`config.mk`:
```
export PLATFORM = sky130hd
export DESIGN_NAME = vehicle_sensor_if
export DESIGN_NICKNAME = d
export VERILOG_FILES = /design/src/rtl/tl_pkg.sv /design/src/rtl/sensor_debounce.sv /design/src/rtl/vehicle_sensor_if.sv
export SDC_FILE = /design/constraint.sdc
export NUM_CORES = 1
export LEC_CHECK = 0
export BUFFER_PORTS_ARGS = -buffer_cell sky130_fd_sc_hd__buf_2
export CAP_MARGIN = 25
export CORE_ASPECT_RATIO = 1.1
export CORE_UTILIZATION = 58
export CTS_BUF_LIST = sky130_fd_sc_hd__clkbuf_4
export DETAILED_ROUTE_END_ITERATION = 7
export PLACE_DENSITY = 0.87
export SYNTH_ARGS = -nofsm -noshare
export SYNTH_HDL_FRONTEND = slang
export SYNTH_SLANG_ARGS = --single-unit
```
`constraint.sdc`:
```
create_clock -name clk -period 2.2 [get_ports clk]
set_input_delay 0.44 -clock clk [delete_from_list [all_inputs] [get_ports clk]]
set_output_delay 0.44 -clock clk [all_outputs]
set_load 0.01 [all_outputs]
```
`src/rtl/tl_pkg.sv`:
```
// tl_pkg: definitions shared by the traffic-light side-road blocks.
//   LED_RED / LED_YEL / LED_GRN : bit positions inside the 3-bit lamp vector
//   state_t                     : request FSM states of vehicle_sensor_if
package tl_pkg;

   localparam int LED_RED = 2;
   localparam int LED_YEL = 1;
   localparam int LED_GRN = 0;

   typedef enum logic [1:0] {
      IDLE  = 2'd0,
      REQ   = 2'd1,
      SERVE = 2'd2,
      HOLD  = 2'd3
   } state_t;

endpackage

```
`src/rtl/sensor_debounce.sv`:
```
// sensor_debounce: conditions the asynchronous loop-detector level.
//   Two-flop synchroniser followed by a counter debounce: the synchronised
//   level must disagree with det_stable for DEB_CYCLES consecutive cycles
//   before det_stable follows it.
// Ports:
//   clk        : system clock
//   rst        : synchronous active-high reset
//   raw_det    : asynchronous raw detector level (1 = vehicle present)
//   det_stable : registered debounced presence
//   rise       : combinational strobe, high on the cycle det_stable is about
//                to go 0->1 (lets the arrival counter update on the same edge)
module sensor_debounce
   import tl_pkg::*;
#(
   parameter int DEB_CYCLES = 4
) (
   input  logic clk,
   input  logic rst,
   input  logic raw_det,
   output logic det_stable,
   output logic rise
);

   localparam logic [7:0] DEB_LAST = 8'(DEB_CYCLES - 1);

   logic       sync_ff1;
   logic       sync_ff2;
   logic [7:0] deb_cnt;
   logic       differ;
   logic       toggle;

   assign differ = (sync_ff2 != det_stable);
   assign toggle = differ && (deb_cnt == DEB_LAST);
   assign rise   = toggle && !det_stable;

   always_ff @(posedge clk) begin
      if (rst) begin
         sync_ff1   <= 1'b0;
         sync_ff2   <= 1'b0;
         deb_cnt    <= 8'd0;
         det_stable <= 1'b0;
      end else begin
         sync_ff1 <= raw_det;
         sync_ff2 <= sync_ff1;
         // Any agreeing cycle restarts the run, so short glitches never toggle.
         if (!differ) begin
            deb_cnt <= 8'd0;
         end else if (toggle) begin
            det_stable <= ~det_stable;
            deb_cnt    <= 8'd0;
         end else begin
            deb_cnt <= deb_cnt + 8'd1;
         end
      end
   end

endmodule

```
`src/rtl/vehicle_sensor_if.sv`:
```
// vehicle_sensor_if: side-road vehicle-detector front end.
//   Debounces the loop detector, latches a request for the highway controller
//   until the side road has had its green, then holds further requests off for
//   HOLD_SEC one-second ticks after the green ends.
// Optional build macro SENSOR_TIMEOUT_EN: adds a stuck-detector that raises
//   fault after MAX_SEC ticks of continuous presence and suppresses requests
//   until the detector releases. Without it fault is constant 0.
// Ports:
//   clk        : system clock
//   rst        : synchronous active-high reset
//   raw_det    : asynchronous raw detector level (1 = vehicle present)
//   pulse      : one-cycle 1 s tick
//   cr_led     : side-road lamps {red, yellow, green}
//   sensor     : registered request to the highway controller
//   det_stable : registered debounced presence
//   veh_count  : saturating count of debounced arrivals
//   fault      : stuck-detector flag
module vehicle_sensor_if
   import tl_pkg::*;
#(
   parameter int DEB_CYCLES = 4,
   parameter int HOLD_SEC   = 3
`ifdef SENSOR_TIMEOUT_EN
   ,
   parameter int MAX_SEC    = 60
`endif
) (
   input  logic       clk,
   input  logic       rst,
   input  logic       raw_det,
   input  logic       pulse,
   input  logic [2:0] cr_led,
   output logic       sensor,
   output logic       det_stable,
   output logic [7:0] veh_count,
   output logic       fault
);

   localparam logic [5:0] HOLD_LAST = 6'(HOLD_SEC);

   state_t     state;
   state_t     next_state;
   logic [5:0] hold_cnt;
   logic       sensor_d;
   logic       fault_d;
   logic       det_rise;
   logic       green;
   logic       unused_led;

   // Only the green lamp matters; red/yellow and illegal codes are ignored.
   assign green      = cr_led[LED_GRN];
   assign unused_led = ^cr_led[LED_RED:LED_YEL];

   sensor_debounce #(
      .DEB_CYCLES(DEB_CYCLES)
   ) u_debounce (
      .clk       (clk),
      .rst       (rst),
      .raw_det   (raw_det),
      .det_stable(det_stable),
      .rise      (det_rise)
   );

   // Arrival counter, saturating at 255.
   always_ff @(posedge clk) begin
      if (rst) begin
         veh_count <= 8'd0;
      end else if (det_rise && (veh_count != 8'hFF)) begin
         veh_count <= veh_count + 8'd1;
      end
   end

`ifdef SENSOR_TIMEOUT_EN
   localparam logic [7:0] STUCK_LIMIT = 8'(MAX_SEC);

   logic [7:0] stuck_cnt;

   // Fault persists while presence persists and drops the edge after release.
   assign fault_d = det_stable && (fault || (stuck_cnt == STUCK_LIMIT));

   always_ff @(posedge clk) begin
      if (rst) begin
         stuck_cnt <= 8'd0;
         fault     <= 1'b0;
      end else begin
         fault <= fault_d;
         if (!det_stable) begin
            stuck_cnt <= 8'd0;
         end else if (pulse && (stuck_cnt != STUCK_LIMIT)) begin
            stuck_cnt <= stuck_cnt + 8'd1;
         end
      end
   end
`else
   assign fault_d = 1'b0;
   assign fault   = 1'b0;
`endif

   // State register plus the registered request output.
   always_ff @(posedge clk) begin
      if (rst) begin
         state  <= IDLE;
         sensor <= 1'b0;
      end else begin
         state  <= next_state;
         sensor <= sensor_d;
      end
   end

   // Hold-off tick counter; zero in every other state so HOLD always starts at 0.
   always_ff @(posedge clk) begin
      if (rst || (state != HOLD)) begin
         hold_cnt <= 6'd0;
      end else if (pulse) begin
         hold_cnt <= hold_cnt + 6'd1;
      end
   end

   // Next-state logic.
   always_comb begin
      next_state = state;
      unique case (state)
         IDLE:    if (det_stable)            next_state = REQ;
         REQ:     if (green)                 next_state = SERVE;
         SERVE:   if (!green)                next_state = HOLD;
         HOLD:    if (hold_cnt == HOLD_LAST) next_state = IDLE;
         default:                            next_state = IDLE;
      endcase
      if (fault_d) next_state = IDLE;
   end

   // Output decode from the upcoming state so sensor lands with the state.
   always_comb begin
      sensor_d = 1'b0;
      unique case (next_state)
         REQ:     sensor_d = 1'b1;
         SERVE:   sensor_d = det_stable;
         default: sensor_d = 1'b0;
      endcase
   end

endmodule

```
==> metrics list <==
* Number of buffers created by CTS: 3
* Leak: between 0.5 and 0.6 nW
* Top-area cell type share of the netlist area: 0.4462
* Number of DRC violations after detailed routing: 0
- Half-perimeter wire length after detailed placement: around 1600 µm
- Final hold analysis gives a worst-case slack of 0.3256 ns.
- Of the total power, the share spent switching nets is 0.1879.
- At the end of the flow, the number of nets in the layout was roughly 170.
- The core region is between 2000 and 2500 µm².
- Per-instance average area after synthesis: 9.037 µm²
* Post-Route WL: roughly 2300 µm
- The layout has approximately 160 filler cells.
* Number of levels in the clock H-tree: 1
- Final number of max-transition violations: 0
* Register-to-Register Setup Slack: ~0.23 ns
* Number of top-level pins: 18
* First-pass GRT wire length: between 3000 and 4000 µm
- The tree built by TritonCTS fans out to 28 sinks.
* First DRT Iteration DRCs: 14
- Worst Path Buf+Inv: 0
- Of the total power, the clock network draws 0.386.
- Setup repair after global routing missed its margin: no
- Final critical path time including I/O delays and setup: slightly below 2 ns
- Number of iterations in the first detailed-routing pass: 4
- Aggregate global-route resource usage: 0.2346
* Post-synth EDFFs: 0
- Final global-route overflow total: 0
- Syn nets: ~150
- Clock tree from TritonCTS: built
- Port bufs: 14
* Leading cell types by count after synthesis: dfxtp_1, nor2_1, nand3_1
* Post-synth cell types: 32
- After synthesis the netlist holds a flip-flop and latch count of 28.
* Result of the run: finished clean
- The largest individual stage delay along the critical path comes from the cell or4_1.
* Psw: between 0.00015 and 0.0002 W
* Kind of launch point of the worst setup path: flop
- Summing all multi-input logic gate instances after layout gives between 600 and 700 µm².
* Width of the chip: roughly 46 µm
- Routability-driven placement congestion ratio: roughly 0.77
- For this run, the slowest stage of the critical path takes 0.55 ns.
- Overall die area: between 2000 and 2500 µm²
- The clock reaches the later pin of the worst-skew pair after about 0.33 ns.
* Mapped Area: roughly 1300 µm²
- Root Driver: clkbuf_4
- Data required time at the worst endpoint: roughly 2.5 ns
* Site Rows: 17
* Sequential cell area: roughly 560 µm²
- Of all nets on the critical path, the largest fanout is 14.
- Yosys instantiated no cell more often than dfxtp_1.
* Peak clock frequency supported by timing: around 510 MHz
- Worst setup EP type: flop
- Gate Count Post-Synth: roughly 140
- Counting along the longest clock path gives a buffer depth of 2.
* Clock transition time at the flip-flop clock pins of the worst setup and hold paths: around 0.14 ns
- Period Utilization, post-route: 0.8966
- The share of the Yosys chip area taken by registers is 0.4462.
* Vias in the first global route: 991
- Accumulated negative setup slack: 0 ns
* Largest net degree at the start of global routing: 17
- Data arrives at the worst endpoint at approximately 2.2 ns.
- Cells along the critical path: ha_1, nor4b_4, nand4b_4, or4_1, a21oi_1
* ANT nets after route: 0
- Critical path's top delay family: simple AND/OR/NAND/NOR gates
* Top post-synthesis cells by area: dfxtp_1, nor2_1, xor2_1
* Initial cell density of the core: 0.6217
* Count of maximum capacitance violations: 0
- For this design the ratio of total power to cell area is slightly above 600 nW/µm².
- Total via count in the routed design: 1033
* Vias per Instance: approximately 5.7
- The share of total power dissipated in sequential elements is 0.593.
- The initial antenna violation count came to 0.
- The final count of hold timing violations was 0.
- Avg WL per Cell: ~12 µm
- The floorplan step set the die height to 50.81 µm.
- Warnings, synthesis: 0
* Most instantiated flip-flop cell in the synthesis netlist: dfxtp_1
- Comb pwr share: 0.020
* Final worst clock skew: 0.002751 ns
- Share of post-route cells with drive strength above 1: 0.1438
* Path type of the worst min-delay path: primary input to flop
- Compared with the post-synthesis result, the final layout area differs by 11.65%.
* Maximum VDD drop: a little over 400 µV
- Start-to-end type of the worst setup path: flop to flop
- Cell type with the largest total area after synthesis: dfxtp_1
- Of all flip-flops after synthesis, the portion carrying an async set or reset was 0.
* Internal power consumption: about 0.0007 W
- Setup violations, final: 0
- 0 antenna diodes ended up in the layout.
## final timing paths
kind,from,endpoint,cells past startpoint
setup / recovery,u_debounce.deb_cnt[0],veh_count[5],5
hold / removal,raw_det,u_debounce.sync_ff1,2
setup reg to reg,u_debounce.deb_cnt[0],veh_count[5],5
hold reg to reg,u_debounce.sync_ff1,u_debounce.sync_ff2,1
## per-layer routing
metal / vias up / share of wire / track usage
met5: - / 0 / 0
li1: 514 / - / -
met1: 479 / 0.42 / 0.2795
met2: 35 / 0.51 / 0.3819
met3: 5 / 0.043 / 0.04947
met4: 0 / 0.020 / 0.1225
## timing repair
| action | CTS | global route |
|---|---|---|
| hold endpoints to repair | 0 | 0 |
| hold buffers | 0 | 0 |
| gates resized for setup | 0 | 1 |
| buffers inserted | 0 | 0 |
| setup endpoints to repair | 0 | 1 |
## cell usage in the layout, fill, tap and decap left out
cell type	netlist	layout
a211oi_1	1	1
a21oi_1	7	7
a31oi_1	1	1
and2_2	1	1
and3_1	3	3
buf_2	1	14
bufinv_16	0	1
clkbuf_4	0	3
conb_1	1	1
dfxtp_1	28	28
ha_1	5	5
inv_1	5	5
mux2_2	1	1
mux2i_1	3	3
nand2_1	6	6
nand2b_1	1	1
nand3_1	9	9
nand4_1	4	4
nand4b_4	0	1
nor2_1	21	21
nor2b_1	4	4
nor3_1	3	3
nor4_1	1	1
nor4b_4	1	1
o21ai_0	4	4
o311ai_0	2	2
o31ai_1	3	3
o41ai_1	1	1
or3_1	5	5
or4_1	2	2
xnor2_1	3	3
xor2_1	8	8
## sequential cells by signal, indices dropped and copies added, names as in the netlist
register / count
sensor: 1
veh_count: 8
u_debounce.det_stable: 1
u_debounce.sync_ff2: 1
u_debounce.deb_cnt: 8
state: 2
u_debounce.sync_ff1: 1
hold_cnt: 6
## through the flow
| stage | cell area (µm²) | instances | setup WS [ns] | power, W | utilization |
|---|---|---|---|---|---|
| after CTS | 1394 | 181 | 0.1562 | 0.0008679 | 0.6898 |
| after global routing | 1403 | 181 | 0.08889 | 0.0008901 | 0.6941 |
| after detailed placement | 1341 | 177 | 0.1907 | 0.0005398 | 0.6638 |
| after floorplan | 1256 | 139 | 0.5251 | 0.0005325 | - |
| final | 1403 | 181 | 0.2275 | 0.0008620 | 0.6941 |
| after global placement | 1341 | 177 | 0.2710 | 0.0005388 | 0.6638 |
## cell families after synthesis
| kind of cell | after synthesis | share of synthesized area |
|---|---|---|
| other cells | 1 | 0.002985 |
| simple gates | 62 | 0.2669 |
| flops | 28 | 0.4462 |
| xor+xnor | 11 | 0.07670 |
| fa+ha+maj | 5 | 0.04980 |
| buf+inv | 9 | 0.03088 |
| compound gates | 19 | 0.09363 |
| mux | 4 | 0.03287 |
## power by group through the flow
stage | logic, W | registers, W | clock network, W
floorplan | 0.0000108 | 0.000522 | 0
global placement | 0.0000168 | 0.000522 | 0
detailed placement | 0.0000177 | 0.000522 | 0
CTS | 0.0000177 | 0.000511 | 0.000339
global route | 0.0000202 | 0.000512 | 0.000358
finish | 0.0000177 | 0.000511 | 0.000333
## final cells by class
class / count / share of cell area
clock buffers: 3 / 0.01606
clock inverters: 1 / 0.02141
inverters: 5 / 0.01338
multi-input cells: 102 / 0.4746
flip-flops and latches: 28 / 0.3996
well taps: 28 / 0.02498
repair buffers: 14 / 0.04996
Power figures use the tool's default switching activity.
